==> config.mk <==
export PLATFORM = sky130hd
export DESIGN_NAME = uart_rx_path
export DESIGN_NICKNAME = d
export VERILOG_FILES = /design/src/rtl/uart_pkg.sv /design/src/rtl/uart_rx_sync.sv /design/src/rtl/uart_rx_path.sv
export SDC_FILE = /design/constraint.sdc
export NUM_CORES = 1
export LEC_CHECK = 0
export ABC_CLOCK_PERIOD_IN_PS = 5500
export CAP_MARGIN = 20
export CORE_MARGIN = 8
export CORE_UTILIZATION = 30
export DETAILED_ROUTE_END_ITERATION = 8
export PLACE_DENSITY = 0.57
export SYNTH_ARGS = -nofsm -noshare
export SYNTH_HDL_FRONTEND = slang
export SYNTH_SLANG_ARGS = --single-unit
export TNS_END_PERCENT = 20
==> constraint.sdc <==
create_clock -name clk_i -period 5.5 [get_ports clk_i]
set_input_delay 1.1 -clock clk_i [delete_from_list [all_inputs] [get_ports clk_i]]
set_output_delay 1.1 -clock clk_i [all_outputs]
set_load 0.01 [all_outputs]
==> src/rtl/uart_pkg.sv <==
// Shared UART definitions: receiver states, frame width and the default baud divider
// (kept identical to the transmit path's so both ends agree on the rate).
package uart_pkg;

  typedef enum logic [2:0] {
    IDLE,
    START,
    DATA,
    STOP,
    WAIT_HIGH
  } rx_state_e;

  localparam int unsigned UART_DATA_BITS        = 8;
  localparam logic [13:0] UART_BAUD_DIV_DEFAULT = 14'd434;

endpackage

==> src/rtl/uart_rx_sync.sv <==
// Two-flop synchroniser for the asynchronous serial pin plus a falling-edge detector.
// All flops reset to the idle (high) line level so reset never fakes a start edge.
module uart_rx_sync (
  input  logic clk_i,
  input  logic rst_n_i,
  input  logic rx_i,
  output logic level,
  output logic fall
);

  logic meta;
  logic sync;
  logic dly;

  always_ff @(posedge clk_i or negedge rst_n_i) begin
    if (!rst_n_i) begin
      meta <= 1'b1;
      sync <= 1'b1;
      dly  <= 1'b1;
    end else begin
      meta <= rx_i;
      sync <= meta;
      dly  <= sync;
    end
  end

  assign level = sync;
  assign fall  = dly & ~sync;

endmodule

==> src/rtl/uart_rx_path.sv <==
// 8N1 UART receiver: validates the start bit at mid-bit, samples data bits at their
// centres, checks the stop bit and emits one-cycle done / frame-error strobes.
module uart_rx_path
  import uart_pkg::*;
#(
  parameter logic [13:0] BAUD_DIV = UART_BAUD_DIV_DEFAULT
) (
  input  logic                      clk_i,
  input  logic                      rst_n_i,
  input  logic                      uart_rx_i,
  output logic [UART_DATA_BITS-1:0] uart_rx_data_o,
  output logic                      uart_rx_done_o,
  output logic                      uart_frame_err_o,
  output logic                      uart_busy
);

  localparam logic [13:0] HALF = BAUD_DIV >> 1;

  rx_state_e                 state;
  rx_state_e                 state_nxt;
  logic [13:0]               cnt;
  logic [2:0]                idx;
  logic [UART_DATA_BITS-1:0] shreg;
  logic                      rx_level;
  logic                      rx_fall;
  logic                      sample_pt;
  logic                      last_bit;
  logic                      done_nxt;
  logic                      err_nxt;

  uart_rx_sync u_sync (
    .clk_i   (clk_i),
    .rst_n_i (rst_n_i),
    .rx_i    (uart_rx_i),
    .level   (rx_level),
    .fall    (rx_fall)
  );

  // Start is checked at half a bit so every later sample lands at a bit centre.
  always_comb begin
    sample_pt = 1'b0;
    unique case (state)
      START:       sample_pt = (cnt == HALF);
      DATA, STOP:  sample_pt = (cnt == BAUD_DIV);
      default:     sample_pt = 1'b0;
    endcase
  end

  assign last_bit = (idx == 3'(UART_DATA_BITS - 1));

  always_ff @(posedge clk_i or negedge rst_n_i) begin
    if (!rst_n_i) state <= IDLE;
    else          state <= state_nxt;
  end

  always_comb begin
    state_nxt = state;
    unique case (state)
      IDLE:      if (rx_fall)               state_nxt = START;
      START:     if (sample_pt)             state_nxt = rx_level ? IDLE : DATA;
      DATA:      if (sample_pt && last_bit) state_nxt = STOP;
      STOP:      if (sample_pt)             state_nxt = rx_level ? IDLE : WAIT_HIGH;
      WAIT_HIGH: if (rx_level)              state_nxt = IDLE;
      default:                              state_nxt = IDLE;
    endcase
  end

  always_comb begin
    uart_busy = (state != IDLE);
    done_nxt  = (state == STOP) && sample_pt && rx_level;
    err_nxt   = (state == STOP) && sample_pt && !rx_level;
  end

  // Counter only runs while timing a bit; everything else holds it at zero.
  always_ff @(posedge clk_i or negedge rst_n_i) begin
    if (!rst_n_i) begin
      cnt              <= '0;
      idx              <= '0;
      shreg            <= '0;
      uart_rx_data_o   <= '0;
      uart_rx_done_o   <= 1'b0;
      uart_frame_err_o <= 1'b0;
    end else begin
      if (state_nxt != state || sample_pt || state == IDLE || state == WAIT_HIGH)
        cnt <= '0;
      else
        cnt <= cnt + 14'd1;

      if (state == START && state_nxt == DATA)
        idx <= '0;
      else if (state == DATA && sample_pt)
        idx <= idx + 3'd1;

      if (state == DATA && sample_pt)
        shreg <= {rx_level, shreg[UART_DATA_BITS-1:1]};

      if (done_nxt)
        uart_rx_data_o <= shreg;

      uart_rx_done_o   <= done_nxt;
      uart_frame_err_o <= err_nxt;
    end
  end

endmodule

# Word level (Yosys, flattened, before mapping)
# Cells that the tools add are included.
# totals
output_inout_bits	11
elab_cells	49
regBits	41
# classes
n_mux	12
n_reduce_logical	14
add_sub_neg	2
eq_ne	9
n_bitwise	2
# op_table
op	count
$mux 3	8
$pmux 3 s5	1
$add 14x1->14 const B	1
$eq 14x8->1 const B	1
$eq 14x9->1 const B	1
$mux 14	1
$eq 3x2->1 const B	3
$eq 3x3->1 const B	2
$logic_and 1x1->1	6
$add 3x1->3 const B	1
$eq 3x1->1 const B	1
$logic_not 3->1	1
$logic_or 1x1->1	3
$ne 3x3->1	1
$reduce_bool 3->1	1
$mux 2	1
$pmux 1 s2	1
$reduce_bool 2->1	1
$reduce_or 2->1	1
$and 1x1->1	1
$logic_not 1->1	1
$not 1->1	1

# Depth between registers and ports, before layout
# depth
depth_word	11
depth_mapped	6
depth_no_buf	5

# By module
# Synthesis repeated with hierarchy kept, for this count alone.
# hier_totals
cells_unflattened	157
hier_area_um2	1911.8
# modules_own_cells
mod	instances	area_each_um2	cells_each
uart_rx_path	1	1819.2	153
uart_rx_sync	1	92.6	4

# Least setup slack after synthesis
# Ideal clock, no wire load.
# synth_timing
path_kind	flip-flop to output port
startpoint	register state[1]
endpoint	output port uart_busy
slack_ps	3525
t_arrival_ps	875
path_stages_with_launch	3
path_buffers	1
cell_sequence	dfrtp_1 > buf_2 > or3_1
# synth_via
elab_chain_len	1
# synth_rtl
element	line	rtl
start, declared	uart_rx_path.sv:19	rx_state_e state;
start signal, assigned	uart_rx_path.sv:53	else state <= state_nxt;
$reduce_bool 3->1	uart_rx_path.sv:69	uart_busy = (state != IDLE);
end, declared	uart_rx_path.sv:14	output logic uart_busy
# Every way passes these cells.

# Worst setup path in the final report
# Same ends and word-level chain as after synthesis.

==> PnR_summary.wiki <==
{| class="wikitable"
! Metric !! Value
|-
| Run status || finished, final reports clean
|-
| Proportion of register bits with asynchronous set or reset after synthesis || between 90% and 100%
|-
| Count of clock tree sinks || 41
|-
| Global routing usage summed across all routing layers || 8.22%
|-
| Maximum net fanout on the critical path || 10
|-
| Count of flip-flops with a built-in enable after synthesis || 0
|-
| Kind of critical path || reg2out
|-
| Main flop type after synthesis || sky130_fd_sc_hd__dfrtp_1
|-
| Number of buffers inserted during clock tree synthesis || 5
|-
| Insertion delay to the later sink of the worst-skew pair || approximately 0.30 ns
|-
| Number of buffers added for setup after CTS || 0
|-
| Via density per instance || between 4 and 5
|-
| Via Count || around 1200
|-
| Overflow after GRT || 0
|-
| Fraction of the yosys area taken by sequential cells || between 50% and 60%
|-
| Leakage || 1.01 nW
|-
| Wire length of the first global-routing pass || about 5800 um
|-
| Arrival time worst endpoint || around 1.6 ns
|-
| Average instance area after synthesis || about 13 um^2
|-
| Number of routed nets with antenna violations || 0
|-
| Port Buffer Count || 13
|-
| Root buffer cell || sky130_fd_sc_hd__clkbuf_8
|-
| Hold Vio Cnt, Final || 0
|-
| Resize count post-CTS || 0
|-
| Number of nets in the synthesized netlist || approximately 150
|-
| Largest net degree at the start of global routing || 42
|-
| Worst Min Path Start || u_sync.meta
|-
| Yosys Warn Count || 0
|-
| Area of the die || roughly 9100 um^2
|-
| Total negative slack || 0 ns
|-
| Layout cells sized above 1 || a little under a quarter
|-
| Kind of path behind the tightest hold check || reg2reg
|-
| Required time of the critical path || around 4.4 ns
|-
| Drt first pass iters || 4
|-
| Rows || 29
|-
| Top-area cell type share of the netlist area || between 50% and 60%
|-
| Initial core utilization || a little under a third
|-
| Vertical extent of the die || about 95 um
|-
| Utilization after layout || 35.6%
|-
| Leading cell types by total area after synthesis || sky130_fd_sc_hd__dfrtp_1 (50%), sky130_fd_sc_hd__mux2_2 (6.6%), sky130_fd_sc_hd__xor2_1 (5.1%)
|-
| Final setup skew || a little under 0.008 ns
|-
| End of the worst register-to-register path || idx[2]
|-
| Worst R2R Path Depth || 4
|-
| Maximum root-to-sink buffer count || 2
|-
| Post-CTS Hold Buffers || 0
|-
| Cell type with the highest aggregate area in the netlist || sky130_fd_sc_hd__dfrtp_1
|-
| Distinct cell type count after synthesis || 44
|-
| Period Utilization, post-route || approximately half
|-
| Endpoint class of the critical path || output pin
|-
| IR Drop Worst-Case VDD || around 0.0001 V
|-
| CTS tree || yes
|-
| Final Net Count || between 150 and 200
|-
| Placeable core region || 6200 um^2
|-
| Number of max-slew violations in the final report || 0
|-
| Launch point of the worst reg-to-reg path || cnt[2]
|-
| Final worst path period need || roughly 2.7 ns
|-
| Capture endpoint of the worst hold path || u_sync.level
|-
| CP startpoint kind || flop
|-
| Detailed-placement wirelength estimate || roughly 2200 um
|-
| P per Cell Area || ~310 nW/um^2
|-
| Max-slew headroom || 40.0%
|-
| Detailed-route wire length per cell || between 10 and 15 um
|-
| Number of antenna repair diodes || 0
|-
| Area growth syn-to-layout || 16.8%
|-
| Setup violations, final || 0
|-
| Fmax || 369 MHz
|-
| # H-tree levels || 2
|-
| Via count of the first global-routing pass || approximately 1200
|-
| Post-Route WL || ~3300 um
|-
| Instance count of the mapped netlist || 148
|-
| I/O pin count || 14
|-
| Count of max-cap constraint violations || 0
|-
| Number of design rule violations left after detail routing || 0
|-
| Iter 0 DRT Violations || 50
|-
| Flop and latch count out of synthesis || between 40 and 50
|-
| Register-to-register path setup slack || around 3.3 ns
|-
| Cell depth of the worst hold path || 0
|-
| Unrepaired setup endpoints after global routing || false
|-
| Antenna violations before repair || 0
|-
| Worst-Margin Slew || 0.877 ns
|-
| Clock transition at the registers of the reported paths || around 0.090 ns
|-
| Gp weighted congestion || 0.732
|-
| Post-Syn Area || roughly 1900 um^2
|-
| Die width || about 95 um
|}
critical path: stages (launching register included):
cell and delay, ns:
sky130_fd_sc_hd__dfrtp_1 0.47, sky130_fd_sc_hd__or3_1 0.37, sky130_fd_sc_hd__clkdlybuf4s50_1 0.48
kinds of logic after synthesis:
family	Yosys count	synth area share (%)
muxes	18	11.9
buffers and inverters	11	2.65
DFF	41	54.5
AOI/OAI and AO/OA	10	4.04
and+or+nand+nor	53	19.4
adders and majority gates	3	1.99
xor gates and xnor gates	12	5.56
sequential cells by signal (all words and copies together), names as in the netlist:
name              cells
u_sync.meta           1
shreg                 8
state                 3
u_sync.level          1
uart_rx_data_o        8
idx                   3
uart_frame_err_o      1
u_sync.dly            1
cnt                  14
uart_rx_done_o        1
cell usage in the layout (no fill, tap or decap), types with 2 or more instances in the layout:
cell / count
sky130_fd_sc_hd__dfstp_2: 3
sky130_fd_sc_hd__clkdlybuf4s50_1: 12
sky130_fd_sc_hd__mux2_2: 11
sky130_fd_sc_hd__nand4_1: 5
sky130_fd_sc_hd__nand3_1: 4
sky130_fd_sc_hd__nor2_1: 2
sky130_fd_sc_hd__nand2_1: 5
sky130_fd_sc_hd__o2bb2ai_1: 2
sky130_fd_sc_hd__mux2_4: 6
sky130_fd_sc_hd__clkbuf_8: 5
sky130_fd_sc_hd__ha_1: 3
sky130_fd_sc_hd__nor3_1: 15
sky130_fd_sc_hd__dfrtp_1: 38
sky130_fd_sc_hd__buf_4: 2
sky130_fd_sc_hd__inv_1: 4
sky130_fd_sc_hd__and2_1: 2
sky130_fd_sc_hd__a21oi_1: 2
sky130_fd_sc_hd__xor2_1: 11
sky130_fd_sc_hd__nor3b_1: 3
worst max path at each step:
| stage | slack, ns | from | end |
|---|---|---|---|
| CTS | 2.77 | state[1] | uart_busy |
| finish | 2.79 | state[1] | uart_busy |
| global route | 2.73 | state[1] | uart_busy |
| floorplan | 3.53 | state[1] | uart_busy |
| global placement | 3.11 | state[1] | uart_busy |
| detailed placement | 3.10 | state[1] | uart_busy |
report_power, final:
part           switching [mW]  internal [mW]
clock                   0.111          0.136
combinational          0.0395         0.0406
sequential             0.0375          0.329
layer usage:
| layer | global-route usage (%) | vias up | wire length (um) |
|---|---|---|---|
| li1 | - | 570 | - |
| met1 | 11.1 | 582 | 1700 |
| met2 | 11.6 | 13 | 1480 |
| met3 | 2.52 | 5 | 104 |
| met4 | 3.90 | 0 | 47 |
| met5 | 0 | - | 0 |
area by class of cell:
cell class / instances / area [um^2]
Fill cell: 603 / 4000
Sequential cell: 41 / 1030
Multi-Input combinational cell: 96 / 810
Timing Repair Buffer: 15 / 140
Tap cell: 77 / 96.3
Clock buffer: 5 / 68.8
Clock inverter: 3 / 46.3
Inverter: 4 / 15.0
cell usage after synthesis (2+ instances only):
library cell	n
sky130_fd_sc_hd__dfstp_2	3
sky130_fd_sc_hd__nor3_1	15
sky130_fd_sc_hd__mux2_2	11
sky130_fd_sc_hd__dfrtp_1	38
sky130_fd_sc_hd__nor3b_1	3
sky130_fd_sc_hd__nand3_1	4
sky130_fd_sc_hd__nor2_1	2
sky130_fd_sc_hd__o2bb2ai_1	2
sky130_fd_sc_hd__a21oi_1	2
sky130_fd_sc_hd__nand2_1	5
sky130_fd_sc_hd__xor2_1	11
sky130_fd_sc_hd__nand4_1	5
sky130_fd_sc_hd__ha_1	3
sky130_fd_sc_hd__mux2_4	6
sky130_fd_sc_hd__and2_1	2
sky130_fd_sc_hd__clkbuf_1	5
sky130_fd_sc_hd__inv_1	4
metrics by stage:
| stage | std cells | worst slack, ns | cell area (um^2) | hold slack [ns] | power, mW |
|---|---|---|---|---|---|
| floorplan | 148 | 3.53 | 1890 | 0.345 | 0.428 |
| CTS | 240 | 2.77 | 2200 | 0.355 | 0.704 |
| global route | 241 | 2.73 | 2210 | 0.365 | 0.729 |
| finish | 241 | 2.79 | 2210 | 0.350 | 0.693 |
| global placement | 232 | 3.11 | 2080 | 0.347 | 0.451 |
| detailed placement | 232 | 3.10 | 2080 | 0.350 | 0.453 |
Note: power is estimated with default switching activity, not from simulation.
